### config.mk
export PLATFORM = sky130hd
export DESIGN_NAME = instr_sequencer
export DESIGN_NICKNAME = d
export VERILOG_FILES = /design/src/rtl/instr_sequencer.sv
export SDC_FILE = /design/constraint.sdc
export NUM_CORES = 1
export LEC_CHECK = 0
export CAP_MARGIN = 20
export CORE_MARGIN = 2
export CORE_UTILIZATION = 41
export DETAILED_ROUTE_END_ITERATION = 16
export HOLD_SLACK_MARGIN = 0.08
export PLACE_DENSITY = 0.74
export SLEW_MARGIN = 5
export SYNTH_ARGS = -nofsm -noshare
export SYNTH_HDL_FRONTEND = slang
export SYNTH_SLANG_ARGS = --single-unit
### constraint.sdc
create_clock -name clk -period 2.05 [get_ports clk]
set_clock_uncertainty 0.1 [all_clocks]
set_input_delay 0.41 -clock clk [delete_from_list [all_inputs] [get_ports clk]]
set_output_delay 0.41 -clock clk [all_outputs]
set_load 0.005 [all_outputs]
### src/rtl/instr_sequencer.sv
// Fetch/decode/execute sequencer: fetches 32-bit words, resolves jumps and HLT locally,
// and hands datapath ops to the datapath with a one-cycle execute strobe.
module instr_sequencer #(
    parameter int PC_W        = 5,
    parameter int EXEC_CYCLES = 4
) (
    input  logic            clk,
    input  logic            sys_rst,
    input  logic            start,
    output logic [PC_W-1:0] pmem_addr,
    output logic            pmem_rd_en,
    input  logic [31:0]     pmem_rdata,
    output logic [31:0]     ir_out,
    output logic            exec_valid,
    input  logic [3:0]      flags,
    output logic [PC_W-1:0] pc,
    output logic            busy,
    output logic            halted,
    output logic [15:0]     retired
);

    typedef enum logic [2:0] {
        S_IDLE, S_FETCH, S_WAIT, S_DECODE, S_EXECUTE, S_HALT
    } state_t;

    localparam logic [3:0]      EXEC_LAST = 4'(EXEC_CYCLES - 1);
    localparam logic [PC_W-1:0] PC_ONE    = PC_W'(1);
    localparam logic [4:0]      OP_HLT    = 5'd31;

    state_t          state, state_nxt;
    logic [PC_W-1:0] pc_nxt;
    logic [31:0]     ir_nxt;
    logic [3:0]      exec_cnt, exec_cnt_nxt;
    logic [15:0]     retired_nxt;
    logic            exec_valid_nxt;
    logic [4:0]      oper;

    // flags = {sign, zero, overflow, carry}
    function automatic logic jump_taken(input logic [4:0] op, input logic [3:0] f);
        logic t;
        t = 1'b0;
        case (op)
            5'd20:   t = 1'b1;
            5'd21:   t = f[0];
            5'd22:   t = ~f[0];
            5'd23:   t = f[3];
            5'd24:   t = ~f[3];
            5'd25:   t = f[2];
            5'd26:   t = ~f[2];
            5'd27:   t = f[1];
            5'd28:   t = ~f[1];
            default: t = 1'b0;
        endcase
        return t;
    endfunction

    function automatic logic is_jump(input logic [4:0] op);
        return (op >= 5'd20) && (op <= 5'd28);
    endfunction

    assign oper      = ir_out[31:27];
    assign pmem_addr = pc;

    always_comb begin
        state_nxt      = state;
        pc_nxt         = pc;
        ir_nxt         = ir_out;
        exec_cnt_nxt   = exec_cnt;
        retired_nxt    = retired;
        exec_valid_nxt = 1'b0;
        case (state)
            S_IDLE, S_HALT: begin
                if (start) begin
                    pc_nxt    = '0;
                    state_nxt = S_FETCH;
                end
            end
            S_FETCH: state_nxt = S_WAIT;
            S_WAIT: begin
                ir_nxt    = pmem_rdata;
                state_nxt = S_DECODE;
            end
            S_DECODE: begin
                if (oper == OP_HLT) begin
                    retired_nxt = retired + 16'd1;
                    state_nxt   = S_HALT;
                end else if (is_jump(oper)) begin
                    pc_nxt      = jump_taken(oper, flags) ? ir_out[PC_W-1:0] : pc + PC_ONE;
                    retired_nxt = retired + 16'd1;
                    state_nxt   = S_FETCH;
                end else begin
                    exec_valid_nxt = 1'b1;
                    exec_cnt_nxt   = '0;
                    state_nxt      = S_EXECUTE;
                end
            end
            S_EXECUTE: begin
                if (exec_cnt == EXEC_LAST) begin
                    pc_nxt       = pc + PC_ONE;
                    retired_nxt  = retired + 16'd1;
                    exec_cnt_nxt = '0;
                    state_nxt    = S_FETCH;
                end else begin
                    exec_cnt_nxt = exec_cnt + 4'd1;
                end
            end
            default: state_nxt = S_IDLE;
        endcase
    end

    // Status outputs are registered from the next state so they line up with it.
    always_ff @(posedge clk) begin
        if (sys_rst) begin
            state      <= S_IDLE;
            pc         <= '0;
            ir_out     <= '0;
            exec_valid <= 1'b0;
            pmem_rd_en <= 1'b0;
            busy       <= 1'b0;
            halted     <= 1'b0;
            retired    <= '0;
            exec_cnt   <= '0;
        end else begin
            state      <= state_nxt;
            pc         <= pc_nxt;
            ir_out     <= ir_nxt;
            exec_valid <= exec_valid_nxt;
            pmem_rd_en <= (state_nxt == S_FETCH);
            busy       <= (state_nxt != S_IDLE) && (state_nxt != S_HALT);
            halted     <= (state_nxt == S_HALT);
            retired    <= retired_nxt;
            exec_cnt   <= exec_cnt_nxt;
        end
    end

endmodule

Word level (Yosys, flattened, before mapping). Cells that the tools add are included.

Bitwise logic cells: 5. $add $sub $neg: 3. Multiplexer cells: 24. Equality and inequality tests: 25. Reductions and logical operators: 11. Magnitude comparators: 2.

Operators with widths (number): $eq A5 B5 Y1 const B (10); $mux W16 (3); $pmux W16 S2 (1); $mux W5 (5); $add A16 B1 Y16 const B (1); $pmux W3 S5 (1); $pmux W5 S3 (1); $mux W3 (4); $mux W4 (3); $ne A2 B2 Y1 const B (5); $eq A3 B3 Y1 const B (3); $pmux W1 S9 (1); $pmux W4 S2 (1); $eq A3 B1 Y1 const B (2); $eq A3 B2 Y1 const B (2); $ne A3 B3 Y1 const B (2); $reduce_and A3 Y1 (2); $reduce_bool A3 Y1 (2); $add A5 B1 Y5 const B (1); $ge A5 B5 Y1 const B (1); $le A5 B5 Y1 const B (1); $not A1 Y1 (5); $reduce_and A5 Y1 (1); $add A4 B1 Y4 const B (1); 7 further kinds (11).

Bits of input ports: 39. Bits in registers: 64. Logic and storage cells: 79. Output and inout port bits: 62.

Depth between registers and ports, before layout.
Word-level depth: 9. Gate-level depth with buffers: 8. Depth with buffers taken out: 7.

Least setup slack after synthesis. OpenSTA, ideal clock, no wires.

Path kind: flip-flop to flip-flop. From: register exec_cnt[0]. To: register retired[12]. Setup time: 126 ps. Data required time: 1824 ps. Period minus slack after synthesis: 2088 ps. Path slack: -38 ps. Arrival: 1862 ps. Path buffers: 1. Cell stages (with the launch flop): 9. Cells stage by stage: dfxtp_1 -> ha_1 -> nor3b_2 -> nand2_2 -> a2111o_1 -> buf_6 -> nor4_2 -> xnor2_1 -> nor2_1.

Cells in the longest elaborated chain, start to end: 3.

RTL lines: start, declared (line 33) `logic [3:0] exec_cnt, exec_cnt_nxt;`; start signal, assigned (line 132) `exec_cnt <= exec_cnt_nxt;`; $eq A4 B2 Y1 (line 98) `if (exec_cnt == EXEC_LAST) begin`; $ne A2 B2 Y1 (no source line); $reduce_and A3 Y1 (no source line); end signal, assigned (line 131) `retired <= retired_nxt;`; end, declared (line 19) `output logic [15:0] retired`.

No other way between the ends. A chain may end at the register's enable or synchronous reset.

Worst setup path after layout.
From: register exec_cnt[1]. To: register retired[8].

Same word-level chain as after synthesis.

==> run_results.csv <==
group,metric,value,unit
status,status,"finished with violations",
status,violations,"negative setup slack",
die,die_y,88.3,um
worst_setup_path,worst-endpoint-required,2.17,ns
clock_network,root_buffer,"clkbuf_8",
die,die_w,88.3,um
sta,slew_violations,0,
detailed_routing,first_pass_iters,4,
power,leakage,1.66,nW
worst_setup_path,r2r-end,"retired[8]$_SDFFE_PP0P_",
clock_network,cts_buffer_depth,2,
sta,setup_violations,9,
layout,finalNetCount,513,
power,p_per_area,678,nW/um^2
detailed_routing,wl,7590,um
die,dieArea,7790,sq um
worst_hold_path,hold_start,"ir_out[21]$_SDFFE_PP0N_",
detailed_routing,first_iter_violations,120,
sta,layout_setup_ws,-0.0584,ns
layout,diodes,0,
worst_setup_path,r2r_slack,-0.06,ns
grt,grt_util_all_layers,19.6,%
yosys,yosys_warnings,0,
die,row_count,30,
grt,grt_pass1_vias,2631,
layout,drive_gt1_share,17.4,%
grt,grt_pass1_wl,12100,um
worst_hold_path,hp-class,"flop to flop",
yosys,syn_avg_cell_area,8.34,sq um
layout,final_area,4480,sq um
yosys,ys_types,56,
clock_network,cts-buffers-inserted,9,
detailed_routing,dr_total_vias,2866,
worst_setup_path,end_kind,"flop",
clock_network,ctsHoldBuffers,0,
detailed_routing,drc_errors,0,
clock_network,clkLatencyLatePin,0.32,ns
detailed_routing,ant_nets,0,
sta,period_share,103,%
yosys,synth_flop_cell,"dfxtp_1",
grt,gr-total-overflow,0,
worst_setup_path,worstSetupStartpointType,"flop",
grt,antenna_found_initial,0,
sta,hold_viol_final,0,
detailed_routing,vias_per_cell,5.01,
worst_setup_path,path_max_fanout,4,
worst_setup_path,r2r_cells,9,
sta,period_minus_slack,2.11,ns
yosys,synthCells,349,
placed_design,io_buffers,100,
yosys,yosysSeqAreaShare,44.0,%
grt,grt_max_degree,33,
layout,layout_common_cells,"99 x clkdlybuf4s50_1, 79 x nand2_1, 61 x dfxtp_1",
layout,post-route-util,65.6,%
detailed_routing,avgRoutedWirePerCell,13.3,um
yosys,synth_edf_count,0,
sta,worst_pin_slew,0.513,ns
yosys,synth_area,2910,sq um
clock_network,cts.sinks,64,
die,design.core.area,6830,sq um
clock_network,clkTransAtPathRegs,0.07,ns
clock_network,cts_tree,"yes",
worst_hold_path,holdPathStages,2,
worst_setup_path,r2r-start,"exec_cnt[1]$_SDFFE_PP0P_",
sta,rsz0062_at_grt,"yes",
power,vdd_drop_max,0.000365,V
yosys,ys_ff_latch,64,
placed_design,globalplace.congestion,0.803,
sta,relSlewSlack,65.7,%
worst_setup_path,worstPathArrival,2.23,ns
placed_design,placed_cell_area,4110,sq um
layout,final_common_cell,"clkdlybuf4s50_1",
layout,area_delta_synth_final,54.0,%
die,initial_core_util,42.6,%
sta,fmax,474,MHz
worst_hold_path,min_to,"ir_out[21]$_SDFFE_PP0N_",
yosys,async_flop_share,0,%
placed_design,place_hpwl,5170,um
worst_setup_path,path_class,"flop to flop",
die,ios,101,
job,max_cap_viol_count,0,
yosys,syn_nets,391,
clock_network,htree_levels,3,
## timing repair
item | in CTS | in global routing
pin swaps | 8 | 7
setup endpoints to repair | 10 | 13
buffers inserted | 3 | 4
resized for setup | 13 | 10
## state kept, by name, summed over array words and instances (netlist names)
| signal | cells |
|---|---|
| state | 3 |
| ir_out | 32 |
| pc | 5 |
| pmem_rd_en | 1 |
| busy | 1 |
| retired | 16 |
| exec_valid | 1 |
| halted | 1 |
| exec_cnt | 4 |
## final cells by class
class | count | area [sq um]
fillers | 578 | 2350
multi-input cells | 252 | 1540
repair buffers | 137 | 1300
flip-flops and latches | 64 | 1280
clock buffers | 14 | 183
well taps | 96 | 120
clock inverters | 2 | 35.0
inverters | 7 | 26.3
## per-stage QoR
step	power (W)	setup TNS [ns]	hold slack [ns]	setup slack, ns	cells
floorplan	0.00162	0	0.350	0.0240	349
global placement	0.00190	-0.684	0.342	-0.169	549
detailed placement	0.00191	-1.11	0.347	-0.228	549
CTS	0.00307	-0.120	0.356	-0.0380	568
global route	0.00320	-1.46	0.368	-0.163	572
finish	0.00304	-0.299	0.352	-0.0584	572
## power by group
group | internal [W] | leakage, nW | switching [W]
combinational | 0.000299 | 1.03 | 0.000233
sequential | 0.00131 | 0.520 | 0.0000453
clock | 0.000694 | 0.113 | 0.000459
## layer usage
| layer | track usage [%] | share of wire (%) | wire length [um] |
|---|---|---|---|
| met1 | 25.0 | 44 | 3330 |
| met2 | 33.6 | 52 | 3930 |
| met3 | 2.80 | 3.4 | 258 |
| met4 | 7.44 | 0.88 | 67 |
| met5 | 0 | 0 | 0 |
## cells in the mapped netlist (all sizes together) (3+ instances only)
master / instances / share of area, %
or3: 4 / 0.90
and2: 4 / 0.99
nand2: 81 / 11
a22oi: 4 / 1.2
nor2b: 4 / 0.86
clkbuf: 15 / 2.3
inv: 7 / 0.90
o21ai: 11 / 1.9
nor2: 25 / 3.2
ha: 3 / 1.3
nor3: 8 / 1.4
dfxtp: 64 / 44
nand4: 3 / 0.64
a21oi: 42 / 7.2
mux2i: 4 / 1.4
nor3b: 3 / 1.3
nor4: 6 / 2.7
xnor2: 13 / 3.9
nand3: 6 / 1.0
buf: 10 / 3.0
## logic make-up (layout without fill, tap and decap cells)
| family | Yosys count | in the layout | share of synthesized area [%] |
|---|---|---|---|
| and+or+nand+nor | 153 | 153 | 26.0 |
| adders and majority gates | 3 | 3 | 1.29 |
| xor gates and xnor gates | 14 | 14 | 4.21 |
| DFF | 64 | 64 | 44.0 |
| muxes | 5 | 5 | 1.76 |
| AOI/OAI and AO/OA | 77 | 77 | 16.2 |
| buffers and inverters | 33 | 160 | 6.62 |
## critical path, cell delays in order, from the launching register on
cell and delay (ns):
dfxtp_2 0.35, ha_4 0.13, nor3b_4 0.21, nand2_2 0.07, a2111o_1 0.44, buf_4 0.18, buf_4 0.15, nor3_4 0.17
xnor2_1 0.14, nor2_1 0.05
## worst max path at each step
| stage | startpoint | to | slack, ns | cells past startpoint |
|---|---|---|---|---|
| 6_report | exec_cnt[1]$_SDFFE_PP0P_ | retired[8]$_SDFFE_PP0P_ | -0.06 | 9 |
| 5_1_grt | exec_cnt[1]$_SDFFE_PP0P_ | retired[10]$_SDFFE_PP0P_ | -0.16 | 9 |
| 4_1_cts | exec_cnt[1]$_SDFFE_PP0P_ | retired[12]$_SDFFE_PP0P_ | -0.04 | 8 |
| 3_5_place_dp | flags[3] | pc[3]$_SDFFE_PP0P_ | -0.23 | 6 |
| 3_3_place_gp | flags[3] | pc[3]$_SDFFE_PP0P_ | -0.17 | 6 |
| 2_1_floorplan | exec_cnt[0]$_SDFFE_PP0P_ | retired[12]$_SDFFE_PP0P_ | 0.02 | 8 |
Power figures use the tool's default switching activity.
